[config.mk]
export PLATFORM = sky130hd
export DESIGN_NAME = alu_writeback
export DESIGN_NICKNAME = d
export VERILOG_FILES = /design/src/rtl/alu_writeback.sv
export SDC_FILE = /design/constraint.sdc
export NUM_CORES = 1
export LEC_CHECK = 0
export CAP_MARGIN = 20
export CORE_ASPECT_RATIO = 1.5
export CORE_MARGIN = 2
export CORE_UTILIZATION = 54
export DETAILED_ROUTE_END_ITERATION = 7
export PLACE_DENSITY = 0.76
export SLEW_MARGIN = 20
export SYNTH_ARGS = -nofsm -noshare
export SYNTH_HDL_FRONTEND = slang
export SYNTH_SLANG_ARGS = --single-unit
[constraint.sdc]
create_clock -name clk -period 2.7 [get_ports clk]
set_input_delay 0.27 -clock clk [delete_from_list [all_inputs] [get_ports clk]]
set_output_delay 0.27 -clock clk [all_outputs]
set_load 0.1 [all_outputs]
[src/rtl/alu_writeback.sv]
// Writeback stage behind the CR16 ALU: register file, PSR flag merge, retire counter and
// illegal-opcode pulse. Read ports bypass the in-flight writeback so the ALU sees fresh operands.
module alu_writeback #(
    parameter int DATA_W   = 16,
    parameter int NUM_REGS = 16,
    parameter int ADDR_W   = 4
) (
    input  logic              clk,
    input  logic              reset_n,
    input  logic              wb_valid,
    input  logic [7:0]        wb_opcode,
    input  logic [ADDR_W-1:0] wb_dest,
    input  logic [DATA_W-1:0] wb_result,
    input  logic [4:0]        wb_flags,
    input  logic              psr_we,
    input  logic [4:0]        psr_wdata,
    input  logic [ADDR_W-1:0] rd_a_addr,
    input  logic [ADDR_W-1:0] rd_b_addr,
    output logic [DATA_W-1:0] rd_a_data,
    output logic [DATA_W-1:0] rd_b_data,
    output logic [4:0]        psr,
    output logic              carry_in,
    output logic [15:0]       retire_cnt,
    output logic              illegal_op
);

    // PSR bit order: [4]=L [3]=C [2]=F [1]=Z [0]=N
    localparam logic [4:0] MASK_ALL   = 5'b11111;
    localparam logic [4:0] MASK_MUL   = 5'b01011;
    localparam logic [4:0] MASK_LOGIC = 5'b00011;
    localparam logic [4:0] MASK_NONE  = 5'b00000;

    logic [DATA_W-1:0] regs_q [NUM_REGS];
    logic [4:0]        psr_q, psr_d;
    logic [15:0]       retire_q, retire_d;
    logic              illegal_q, illegal_d;

    logic       op_rw;
    logic       op_legal;
    logic       op_retire;
    logic [4:0] op_mask;
    logic       reg_we;

    always_comb begin
        op_rw     = 1'b0;
        op_legal  = 1'b1;
        op_retire = 1'b1;
        op_mask   = MASK_NONE;
        case (wb_opcode)
            8'h05, 8'h06, 8'h07, 8'h50, 8'h60,
            8'h70, 8'h09, 8'h0A, 8'h90, 8'hA0: begin
                op_rw   = 1'b1;
                op_mask = MASK_ALL;
            end
            8'h0B, 8'hB0: begin
                op_mask = MASK_ALL;
            end
            8'h0E, 8'hE0: begin
                op_rw   = 1'b1;
                op_mask = MASK_MUL;
            end
            8'h01, 8'h02, 8'h03, 8'h04, 8'h0D, 8'hD0,
            8'h0C, 8'hC0, 8'h08, 8'h80, 8'h0F, 8'hF0: begin
                op_rw   = 1'b1;
                op_mask = MASK_LOGIC;
            end
            8'h00: begin
                op_retire = 1'b0;
            end
            default: begin
                op_legal  = 1'b0;
                op_retire = 1'b0;
            end
        endcase
    end

    assign reg_we = wb_valid && op_rw;

    always_comb begin
        psr_d     = psr_q;
        retire_d  = retire_q;
        illegal_d = 1'b0;
        // A software PSR load overrides any flag update landing on the same edge.
        if (psr_we) begin
            psr_d = psr_wdata;
        end else if (wb_valid) begin
            psr_d = (psr_q & ~op_mask) | (wb_flags & op_mask);
        end
        if (wb_valid) begin
            if (op_retire) begin
                retire_d = retire_q + 16'd1;
            end
            illegal_d = ~op_legal;
        end
    end

    always_ff @(posedge clk or negedge reset_n) begin
        if (!reset_n) begin
            for (int i = 0; i < NUM_REGS; i++) begin
                regs_q[i] <= '0;
            end
            psr_q     <= '0;
            retire_q  <= '0;
            illegal_q <= 1'b0;
        end else begin
            if (reg_we) begin
                regs_q[wb_dest] <= wb_result;
            end
            psr_q     <= psr_d;
            retire_q  <= retire_d;
            illegal_q <= illegal_d;
        end
    end

    assign rd_a_data  = (reg_we && (rd_a_addr == wb_dest)) ? wb_result : regs_q[rd_a_addr];
    assign rd_b_data  = (reg_we && (rd_b_addr == wb_dest)) ? wb_result : regs_q[rd_b_addr];
    assign psr        = psr_q;
    assign carry_in   = psr_q[3];
    assign retire_cnt = retire_q;
    assign illegal_op = illegal_q;

endmodule
==> reports/qor.txt, run 1 <==
status - finished, violations left
violated checks - setup timing
sequential share of the synthesized area - 44.3%
first-pass GRT wire length - 64200 µm
Rel. slew slack - 51.3%
Nets - 1235
Hold Crit Class - in2reg
total net switching power - 0.00330 W
post-synthesis simple-gate area fraction - 5.25%
fin crit share - 101%
Crit Path Category - reg2out
delay-heaviest family, CP - multiplexers
Net Sw Frac - 28.8%
unrepaired setup endpoints after global routing - yes
Slew @ Worst Pin - 0.731 ns
type of origin of the critical path - register
Pins Over Slew Limit - 0
first-iteration detailed-routing DRC count - 651
TritonRoute pass-1 iters - 5
Die Y - 213 µm
Detailed Route WL - 41600 µm
die area - 30500 µm²
Die W - 143 µm
fin crit period - 2.73 ns
vias in the first global route - 10900
fillcell total - 1900
WP data required - 2.43 ns
final hold slack - 0.234 ns
fraction of layout cells with a size suffix above 1 - 58.0%
final setup margin - -0.0251 ns
largest net degree at the start of global routing - 85
post-synthesis average cell area - 15.4 µm²
Crit Path Max Fanout - 3
Worst Path Arrival - 2.46 ns
Overall Global Routing Usage - 28.3%
mux cell area share after synthesis - 43.5%
Yosys top cell by area - dfrtp_1
Residual DRC - 0
deepest clock path buffer count - 3
Place WS - -0.472 ns
CP peak stage delay - 0.54 ns
Ys Warns - 0
most used cell, CP - mux4_2
combinational share of power - 22.1%
CP max-delay cell - mux4_2
Post-Syn Nets - 1069
Post-DRT Antenna Nets - 0
Critical path buffers and inverters - 1
Port Buf Inserts - 104
Clock Power Share - 36.1%
Inserted Clock Buffers - 27
FF+latch count, synth - 278
core area - 28600 µm²
crit-path cells - mux4_2 > mux4_2 > mux2_4 > buf_12
Layout area overhead - 24.2%
Peak VDD IR - 0.000902 V
top-level I/O count - 105
clk_lat worst skew - 0.56 ns
fmax - 367 MHz
CTS sink cnt - 278
post-DP HPWL - 27000 µm
Finished Core Util - 68.1%
main combinational cell family by area after synthesis - multiplexers
Clock Skew - 0.00594 ns
row count - 76
clock tree root buffer cell - clkbuf_16
cell internal pwr - 0.00818 W
DR vias - 10200
synthesized area - 15700 µm²
# placed instances - 1521
# diodes - 0
Fin. Hold Viols - 0
Layout Cells excl Fill - 1594
Post-Synth XOR/XNOR Area - 1.34%
adder-cell share of the synthesized area - 0.0797%
Crit. End Element - output pin
PwrDens - 589 nW/µm²
Reg clk slew, reported paths - 0.07 ns
Synth top area share - 44.3%
Cell variety after synth - 52
Post-Syn Instances - 1018
# setup viols final - 3
max cap viols - 0
Compound-Gate Fraction of Synth Area - 2.31%
initial antenna violation count - 0
Leakage - 8.98 nW
sequential share of power - 41.8%
WL/cell - 26.1 µm
synth top area cells - dfrtp_1 (44%), mux4_2 (21%), mux2_2 (18%)
Initial Util - 54.8%
H-tree depth - 1
drt via density - 6.41
CTS tree - done
Placer Congestion - 0.897
gr ovfl total - 0
-- cells in the final DEF, fill, tap and decap left out, drive strengths merged, types with 10 or more instances in the layout --
cell type,netlist,routed
nand2,15,15
nor3,10,10
xor2,14,14
a21oi,20,20
clkdlybuf4s50,0,33
nor2b,23,23
mux2,291,291
mux2i,19,19
clkbuf,50,37
buf,46,197
nor2,14,14
mux4,144,144
a211oi,16,16
dfrtp,278,278
xnor2,10,10
-- metrics by stage --
stage                     TNS, ns  cell area [µm²]  total power [W]
after floorplan            -0.221            15800          0.00648
after global placement     -78.93            18200          0.00728
after detailed placement   -87.11            18200          0.00735
after CTS                  -0.990            19400           0.0115
after global routing       -0.203            19500           0.0119
final                     -0.0571            19500           0.0115
-- flip-flops by register name, summed over array words and instances, names as in the netlist, named ones only --
name	cells
regs_q	256
retire_cnt	16
illegal_op	1
-- Yosys cell counts (all sizes together) --
cell type,count
a211oi,16
a21oi,20
a31oi,2
and3,1
and4b,1
buf,46
clkbuf,50
dfrtp,278
ha,1
inv,3
mux2,291
mux2i,19
mux4,144
nand2,15
nand2b,3
nand3,8
nand3b,3
nand4,7
nand4b,1
nor2,14
nor2b,23
nor3,10
nor4,8
nor4b,6
nor4bb,1
o2111ai,1
o21ai,7
o221ai,1
o22a,1
o22ai,1
o31ai,2
o32ai,1
or2b,1
or3,3
or4,5
xnor2,10
xor2,14
-- worst paths after layout --
path | from | end | slack (ns) | cells after the start
max | regs_q[0] | rd_a_data[0] | -0.03 | 4
min reg2reg | retire_cnt[15] | retire_cnt[15] | 0.47 | 1
max in group asynchronous | reset_n | regs_q[131] | 1.55 | 3
min in group asynchronous | reset_n | regs_q[232] | 0.30 | 2
max reg2reg | retire_cnt[3] | retire_cnt[15] | 0.78 | 6
min | wb_opcode[6] | illegal_op | 0.23 | 4
-- tightest hold or removal path, stage by stage --
cell and delay (ns):
buf_2 0.13, nand4b_1 0.19, o2111ai_1 0.11, nor3_1 0.05
-- logic make-up (layout without fill, tap and decap cells) --
family          Yosys count  in the layout
compound gates           52             52
simple gates            110            110
fa+ha+maj                 1              1
xor+xnor                 24             24
mux                     454            454
flops                   278            278
buf+inv                  99            285
-- power groups by stage --
stage	Combinational [W]	Clock (W)	Sequential, W
detailed placement	0.00248	0	0.00487
floorplan	0.00149	0	0.00499
finish	0.00254	0.00415	0.00480
global placement	0.00244	0	0.00484
global route	0.00266	0.00436	0.00484
CTS	0.00252	0.00421	0.00479
-- metal layers --
metal / vias up / global-route usage, % / share of wire, %
li1: 4284 / - / -
met1: 5406 / 37.0 / 39
met2: 440 / 48.0 / 52
met3: 82 / 5.07 / 6.7
met4: 0 / 9.35 / 2.8
met5: - / 0 / 0
-- cell type report --
cell class / count / area [µm²] / share of cell area (%)
multi-input combinational: 641 / 8430 / 43.2
sequential: 278 / 6960 / 35.7
timing repair buffer: 233 / 2650 / 13.6
clock buffer: 37 / 773 / 3.97
tap: 390 / 488 / 2.50
clock inverter: 12 / 194 / 0.995
inverter: 3 / 11.3 / 0.0578
-- what timing repair did --
action | in CTS | in global routing
endpoints found under the hold margin | 80 | 0
cloned | 2 | 0
buffers inserted | 13 | 8
resized for setup | 44 | 16
pin swaps | 7 | 3
hold buffers | 1 | 0
endpoints found under the setup margin | 32 | 32
Power figures use the tool's default switching activity.
==> run 2: changes to the inputs <==
ABC_AREA = 1   (was unset)
CORE_UTILIZATION = 25   (was 54)
PLACE_DENSITY = 0.4   (was 0.76)
==> run 2 against run 1 <==
Compared with the run above:
- combinational power rose by 33%
- clock-buffer cell count rose by 11
- critical path type is now in2out
- clock skew rose by 0.0055 ns
- synthesized cell count rose by 150%
- critical path depth rose by 4
- routed wire length rose by 100%
- register-to-register slack got worse by 0.12 ns
- global-route usage fell by 5.8 points
- the flow now finishes without violations
==> reports/qor.txt, run 2 <==
sequential share of power - 36.8% (was 41.8%)
Critical R2R Capture - retire_cnt[15] (unchanged)
WP data required - 2.43 ns (about the same)
RR Startpoint - retire_cnt[2] (was retire_cnt[3])
gr ovfl total - 0 (unchanged)
row count - 119 (was 76)
Layout Cells excl Fill - 3565 (was 1594)
CTS sink cnt - 278 (unchanged)
ys async rst share - 100% (unchanged)
sequential share of the synthesized area - 39.1% (was 44.3%)
Leakage - 10.6 nW (was 8.98 nW)
drt via density - 5.31 (was 6.41)
combinational share of power - 25.5% (was 22.1%)
register area - 6960 µm² (unchanged)
Placer Congestion - 0.876 (was 0.897)
Reg clk slew, reported paths - 0.05 ns (was 0.07 ns)
Cell variety after synth - 32 (was 52)
Crit Path Max Fanout - 9 (was 3)
Ys Warns - 0 (unchanged)
Worst Path Arrival - 2.40 ns (was 2.46 ns)
die area - 73400 µm² (was 30500 µm²)
Hold Crit Class - in2reg (unchanged)
H-tree depth - 2 (was 1)
Rel. slew slack - 48.9% (was 51.3%)
CP startpoint - wb_dest[3] (was regs_q[0])
Slew @ Worst Pin - 0.766 ns (was 0.731 ns)
PwrDens - 592 nW/µm² (was 589 nW/µm²)
CTS tree - done (unchanged)
adder-cell share of the synthesized area - 0.0703% (was 0.0797%)
Synth top area share - 39.1% (was 44.3%)
most frequent cell after synthesis - nand2_1 (was dfrtp_1)
fmax - 374 MHz (was 367 MHz)
# diodes - 0 (unchanged)
Primary FF master, synth - dfrtp_1 (unchanged)
synth top area cells - dfrtp_1 (39%), nand2_1 (16%), nand4_1 (11%) (was dfrtp_1 (44%), mux4_2 (21%), mux2_2 (18%))
Net Sw Frac - 35.6% (was 28.8%)
Crit Path Category - in2out (was reg2out)
type of origin of the critical path - primary input (was register)
Clock Power Share - 37.7% (was 36.1%)
Residual DRC - 0 (unchanged)
fin crit period - 2.67 ns (was 2.73 ns)
mux cell area share after synthesis - 0% (was 43.5%)
fraction of layout cells with a size suffix above 1 - 14.4% (was 58.0%)
FF+latch count, synth - 278 (unchanged)
deepest clock path buffer count - 3 (unchanged)
post-DP HPWL - 58400 µm (was 27000 µm)
Power, Total - 0.0133 W (was 0.0115 W)
initial antenna violation count - 2 (was 0)
WL/cell - 23.4 µm (was 26.1 µm)
TritonRoute pass-1 iters - 6 (was 5)
multi-input logic area - 9270 µm² (was 8430 µm²)
reg-to-reg setup timing slack - 0.66 ns (was 0.78 ns)
number of synthesized flops with an enable pin - 0 (unchanged)
fin crit share - 98.9% (was 101%)
max reg flops - 256 (unchanged)
fillcell total - 7530 (was 1900)
top cells by count, synth - nand2_1 (747), nand4_1 (302), dfrtp_1 (278) (was dfrtp_1 (278), mux2_2 (245), mux4_2 (144))
main combinational cell family by area after synthesis - simple AND/OR/NAND/NOR gates (was multiplexers)
# setup viols final - 0 (was 3)
Crit. End Element - output pin (unchanged)
most frequent cells in the layout - nand2_1 (730), nand4_1 (302), dfrtp_1 (278) (was dfrtp_1 (278), mux2_2 (213), mux4_2 (144))
Die W - 222 µm (was 143 µm)
# placed instances - 3489 (was 1521)
Peak VDD IR - 0.000436 V (was 0.000902 V)
first-pass GRT wire length - 124000 µm (was 64200 µm)
Yosys top cell by area - dfrtp_1 (unchanged)
clock tree root buffer cell - clkbuf_16 (unchanged)
Final TNS setup - 0 ns (was -0.0571 ns)
Port Buf Inserts - 104 (unchanged)
post-route cell area - 22500 µm² (was 19500 µm²)
Detailed Route WL - 83500 µm (was 41600 µm)
Compound-Gate Fraction of Synth Area - 16.2% (was 2.31%)
Post-DRT Antenna Nets - 0 (unchanged)
status - completed (was finished, violations left)
worst r2r path cells - 6 (unchanged)
commonest non-fill, non-tap cell in the layout - nand2_1 (was dfrtp_1)
total net switching power - 0.00473 W (was 0.00330 W)
first-iteration detailed-routing DRC count - 1636 (was 651)
Fin. Hold Viols - 0 (unchanged)
Post-Syn Nets - 2582 (was 1069)
top-level I/O count - 105 (unchanged)
Finished Core Util - 31.9% (was 68.1%)
core area - 70400 µm² (was 28600 µm²)
Pins Over Slew Limit - 0 (unchanged)
Clock Skew - 0.0114 ns (was 0.00594 ns)
unrepaired setup endpoints after global routing - no (was yes)
Die Y - 331 µm (was 213 µm)
Post-Syn Instances - 2531 (was 1018)
largest net degree at the start of global routing - 93 (was 85)
Inserted Clock Buffers - 36 (was 27)
hold path cells - 3 (was 4)
max cap viols - 0 (unchanged)
post-synthesis simple-gate area fraction - 34.1% (was 5.25%)
Layout area overhead - 26.2% (was 24.2%)
Post-Synth XOR/XNOR Area - 1.13% (was 1.34%)
Area after DPL - 21100 µm² (was 18200 µm²)
synthesized area - 17800 µm² (was 15700 µm²)
HP Start - wb_valid (was wb_opcode[6])
vias in the first global route - 18300 (was 10900)
clk_lat worst skew - 0.55 ns (was 0.56 ns)
Initial Util - 25.3% (was 54.8%)
Overall Global Routing Usage - 22.5% (was 28.3%)
post-synthesis average cell area - 7.04 µm² (was 15.4 µm²)
worst min-delay path endpoint - retire_cnt[11] (was illegal_op)
Largest Register - regs_q (unchanged)
DR vias - 18900 (was 10200)
cell internal pwr - 0.00857 W (was 0.00818 W)
Nets - 2689 (was 1235)
## run 2: cell count changes after synthesis, sizes merged, moves of 66 or more
cell    delta
inv      +130
nand4    +295
nand2    +734
a21oi    +145
nor2     +107
buf       +66
clkbuf    +85
mux2     -291
mux4     -144
o21ai    +265
o211ai    +92
nand3    +126
## run 2: how the worst max path moves through the flow
stage	endpoint	cells after the start
floorplan	rd_b_data[10]	6
global placement	rd_a_data[15]	14
detailed placement	rd_a_data[5]	14
CTS	rd_b_data[9]	7
global route	rd_b_data[9]	7
finish	rd_a_data[7]	8
## run 2: logic make-up after synthesis
family                     count (synthesis)
xor gates and xnor gates                  23
DFF                                      278
AOI/OAI and AO/OA                        530
buffers and inverters                    381
and+or+nand+nor                         1318
adders and majority gates                  1
## run 2: stage by stage
stage / worst slack (ns) / hold WS [ns]
after floorplan: 0.154 / -0.0256
after global placement: -0.161 / 0.291
after detailed placement: -0.146 / 0.288
after CTS: 0.0141 / 0.189
after global routing: 0.00426 / 0.202
final: 0.0284 / 0.195
## run 2: power groups by stage
stage          registers [W]  clock network (W)  logic [W]
2_1_floorplan        0.00517                  0    0.00177
3_3_place_gp         0.00495                  0    0.00336
3_5_place_dp         0.00495                  0    0.00338
4_1_cts              0.00488            0.00515    0.00340
5_1_grt              0.00494            0.00528    0.00364
6_report             0.00489            0.00501    0.00339
## run 2: worst max-delay path, cell delays in order
cell and delay, ns:
clkdlybuf4s50_1 0.71, xor2_1 0.17, nor4_4 0.42, buf_4 0.20, buf_4 0.16, nand4_1 0.12
nand2_2 0.16, buf_12 0.18
## run 2: area by class of cell
type / count / area share (%)
clock buffers: 48 / 4.66
clock inverters: 10 / 0.579
inverters: 134 / 2.24
multi-input cells: 1873 / 41.3
flip-flops and latches: 278 / 31.0
well taps: 907 / 5.05
repair buffers: 315 / 15.2
## run 2: per-layer routing
metal	track usage, %	vias up	routed length [µm]
met2	40.6	660	42200
met3	2.83	124	3900
met5	0	-	28
met4	7.27	4	2360
met1	27.7	9245	35000
li1	-	8891	-
## run 2: what timing repair did
action                                  4_1_cts  5_1_grt
endpoints found under the hold margin        56        0
buffers inserted                             13        2
endpoints found under the setup margin       32       47
pin swaps                                     9        6
gates resized for setup                      34       14
gates cloned                                  2        0
hold buffers                                  1        0
==> run 3: changes to the inputs <==
CORE_MARGIN = 8   (was 2)
==> run 3 against run 2 <==
Compared with the run above:
- clock-buffer cell count decreased by 1
- non-clock buffer count grew 13
- power decreased by 0.36%
- worst hold slack got worse by 0.030 ns
- maximum frequency up 2.8%
- sequential share of layout area fell by 0.079 points
- highest routed layer unchanged
- register-to-register slack improved by 0.10 ns
- via count increased by 2.0%
- largest power group is now sequential cells
- final area up 0.26%
- critical path type is now reg2out
==> reports/qor.txt, run 3 (synthesis results as in run 2) <==
# setup viols final - 0 (unchanged)
status - completed (unchanged)
Reg clk slew, reported paths - 0.06 ns (was 0.05 ns)
largest net degree at the start of global routing - 75 (was 93)
unrepaired setup endpoints after global routing - no (unchanged)
worst min-delay path endpoint - regs_q[170] (was retire_cnt[11])
Crit. End Element - output pin (unchanged)
Critical R2R Capture - retire_cnt[15] (unchanged)
fraction of layout cells with a size suffix above 1 - 14.8% (was 14.4%)
clock tree root buffer cell - clkbuf_16 (unchanged)
Placer Congestion - 0.882 (was 0.876)
Leakage - 10.7 nW (was 10.6 nW)
Crit Path Category - reg2out (was in2out)
clk_lat worst skew - 0.56 ns (was 0.55 ns)
register area - 6960 µm² (unchanged)
Overall Global Routing Usage - 21.9% (was 22.5%)
# diodes - 0 (unchanged)
DR vias - 19300 (was 18900)
Residual DRC - 0 (unchanged)
Die W - 234 µm (was 222 µm)
Pins Over Slew Limit - 0 (unchanged)
post-DP HPWL - 61700 µm (was 58400 µm)
TritonRoute pass-1 iters - 8 (was 6)
RR Startpoint - retire_cnt[2] (unchanged)
WL/cell - 24.9 µm (was 23.4 µm)
CP peak stage delay - 0.46 ns (was 0.71 ns)
Layout area overhead - 26.5% (was 26.2%)
HP Start - wb_valid (unchanged)
Worst Path Arrival - 2.33 ns (was 2.40 ns)
final setup margin - 0.101 ns (was 0.0284 ns)
crit-path cells - inv_1 > a21oi_1 > o21ai_0 > o21ai_1 > buf_4 > o211ai_1 > nand2_1 > nand2_1 > nand2_2 > buf_12 (was clkdlybuf4s50_1 > xor2_1 > nor4_4 > buf_4 > buf_4 > nand4_1 > nand2_2 > buf_12)
first-iteration detailed-routing DRC count - 1753 (was 1636)
Hold Crit Class - in2reg (unchanged)
Peak VDD IR - 0.000584 V (was 0.000436 V)
Inserted Clock Buffers - 35 (was 36)
Largest Register - regs_q (unchanged)
gr ovfl total - 0 (unchanged)
Initial Util - 25.1% (was 25.3%)
H-tree depth - 2 (unchanged)
row count - 120 (was 119)
Clock Skew - 0.00767 ns (was 0.0114 ns)
fin crit period - 2.60 ns (was 2.67 ns)
most used cell, CP - nand2_1 (was buf_4)
Detailed Route WL - 89300 µm (was 83500 µm)
delay-heaviest family, CP - compound AO/OA/AOI/OAI gates (was buffers and inverters)
hold path cells - 3 (unchanged)
CP max-delay cell - o211ai_1 (was clkdlybuf4s50_1)
type of origin of the critical path - register (was primary input)
max reg flops - 256 (unchanged)
Rel. slew slack - 45.6% (was 48.9%)
multi-input logic area - 9260 µm² (was 9270 µm²)
CTS sink cnt - 278 (unchanged)
drt via density - 5.38 (was 5.31)
Critical path buffers and inverters - 3 (was 4)
Post-DRT Antenna Nets - 0 (unchanged)
die area - 80200 µm² (was 73400 µm²)
PwrDens - 588 nW/µm² (was 592 nW/µm²)
worst r2r path cells - 6 (unchanged)
Nets - 2702 (was 2689)
core area - 71000 µm² (was 70400 µm²)
CTS tree - done (unchanged)
Crit Path Max Fanout - 2 (was 9)
top-level I/O count - 105 (unchanged)
Port Buf Inserts - 104 (unchanged)
WP data required - 2.43 ns (about the same)
vias in the first global route - 19200 (was 18300)
deepest clock path buffer count - 3 (unchanged)
Slew @ Worst Pin - 0.815 ns (was 0.766 ns)
fin crit share - 96.2% (was 98.9%)
Die Y - 343 µm (was 331 µm)
reg-to-reg setup timing slack - 0.76 ns (was 0.66 ns)
commonest non-fill, non-tap cell in the layout - nand2_1 (unchanged)
Place WS - -0.0532 ns (was -0.146 ns)
max cap viols - 0 (unchanged)
# placed instances - 3519 (was 3489)
Layout Cells excl Fill - 3590 (was 3565)
first-pass GRT wire length - 131000 µm (was 124000 µm)
initial antenna violation count - 4 (was 2)
Fin. Hold Viols - 0 (unchanged)
fillcell total - 7634 (was 7530)
most frequent cells in the layout - nand2_1 (729), nand4_1 (302), dfrtp_1 (278) (was nand2_1 (730), nand4_1 (302), dfrtp_1 (278))
fmax - 385 MHz (was 374 MHz)
-- run 3: cell types whose count changed in the layout (fill, tap and decap cells not counted), sizes merged, moves of 2 or more --
cell           before  now
clkbuf             51   48
clkdlybuf4s15       2    0
dlygate4sd2         3    5
buf               273  285
dlymetal6s2s        1    3
inv               133  136
-- run 3: metal layers --
metal,share of wire (%),up-vias,global-route usage (%)
met5,0.030,-,0
met4,6.5,4,13.1
met3,5.9,190,3.21
met2,49,784,37.7
met1,38,9399,25.5
li1,-,8921,-
-- run 3: how the worst max path moves through the flow --
stage            startpoint       endpoint  cells after the start  slack, ns
2_1_floorplan  rd_b_addr[3]  rd_b_data[10]                      6       0.15
6_report        regs_q[237]  rd_b_data[13]                     10       0.10
5_1_grt        wb_opcode[2]   rd_a_data[4]                     15      0.009
4_1_cts        wb_opcode[7]   rd_a_data[6]                     15      0.007
3_3_place_gp   wb_opcode[7]    regs_q[191]                     14      -0.02
3_5_place_dp   wb_opcode[1]   rd_a_data[1]                     14      -0.05
-- run 3: timing repair --
action	CTS	global route
resized for setup	14	23
setup buffers	0	5
hold endpoints to repair	63	0
pin swaps	4	8
hold buffers	1	0
endpoints found under the setup margin	26	32
cloned	1	3
-- run 3: layout make-up --
type                    count  area share (%)
well taps                 915            5.08
flip-flops and latches    278            30.9
clock inverters            14           0.633
repair buffers            328            15.6
clock buffers              47            4.44
inverters                 134            2.23
multi-input cells        1874            41.1
-- run 3: stage by stage --
step	hold WS (ns)	setup TNS [ns]	area [µm²]	util, %	total power (W)
after global placement	0.349	-0.258	21200	29.9	0.00839
final	0.166	0	22500	31.7	0.0132
after floorplan	-0.0256	0	17800	-	0.00694
after CTS	0.153	0	22400	31.5	0.0134
after global routing	0.188	0	22500	31.7	0.0138
after detailed placement	0.345	-1.27	21200	29.9	0.00842
-- run 3: power breakdown --
group	leakage (nW)	switching, W	total, W	internal, W
Combinational	6.34	0.00245	0.00349	0.00104
Clock	0.560	0.00206	0.00487	0.00280
Sequential	3.80	0.000321	0.00489	0.00457
-- run 3: worst min-delay path, stage by stage --
cell and delay, ns:
buf_8 0.20, nand4_1 0.15, nand2_1 0.05
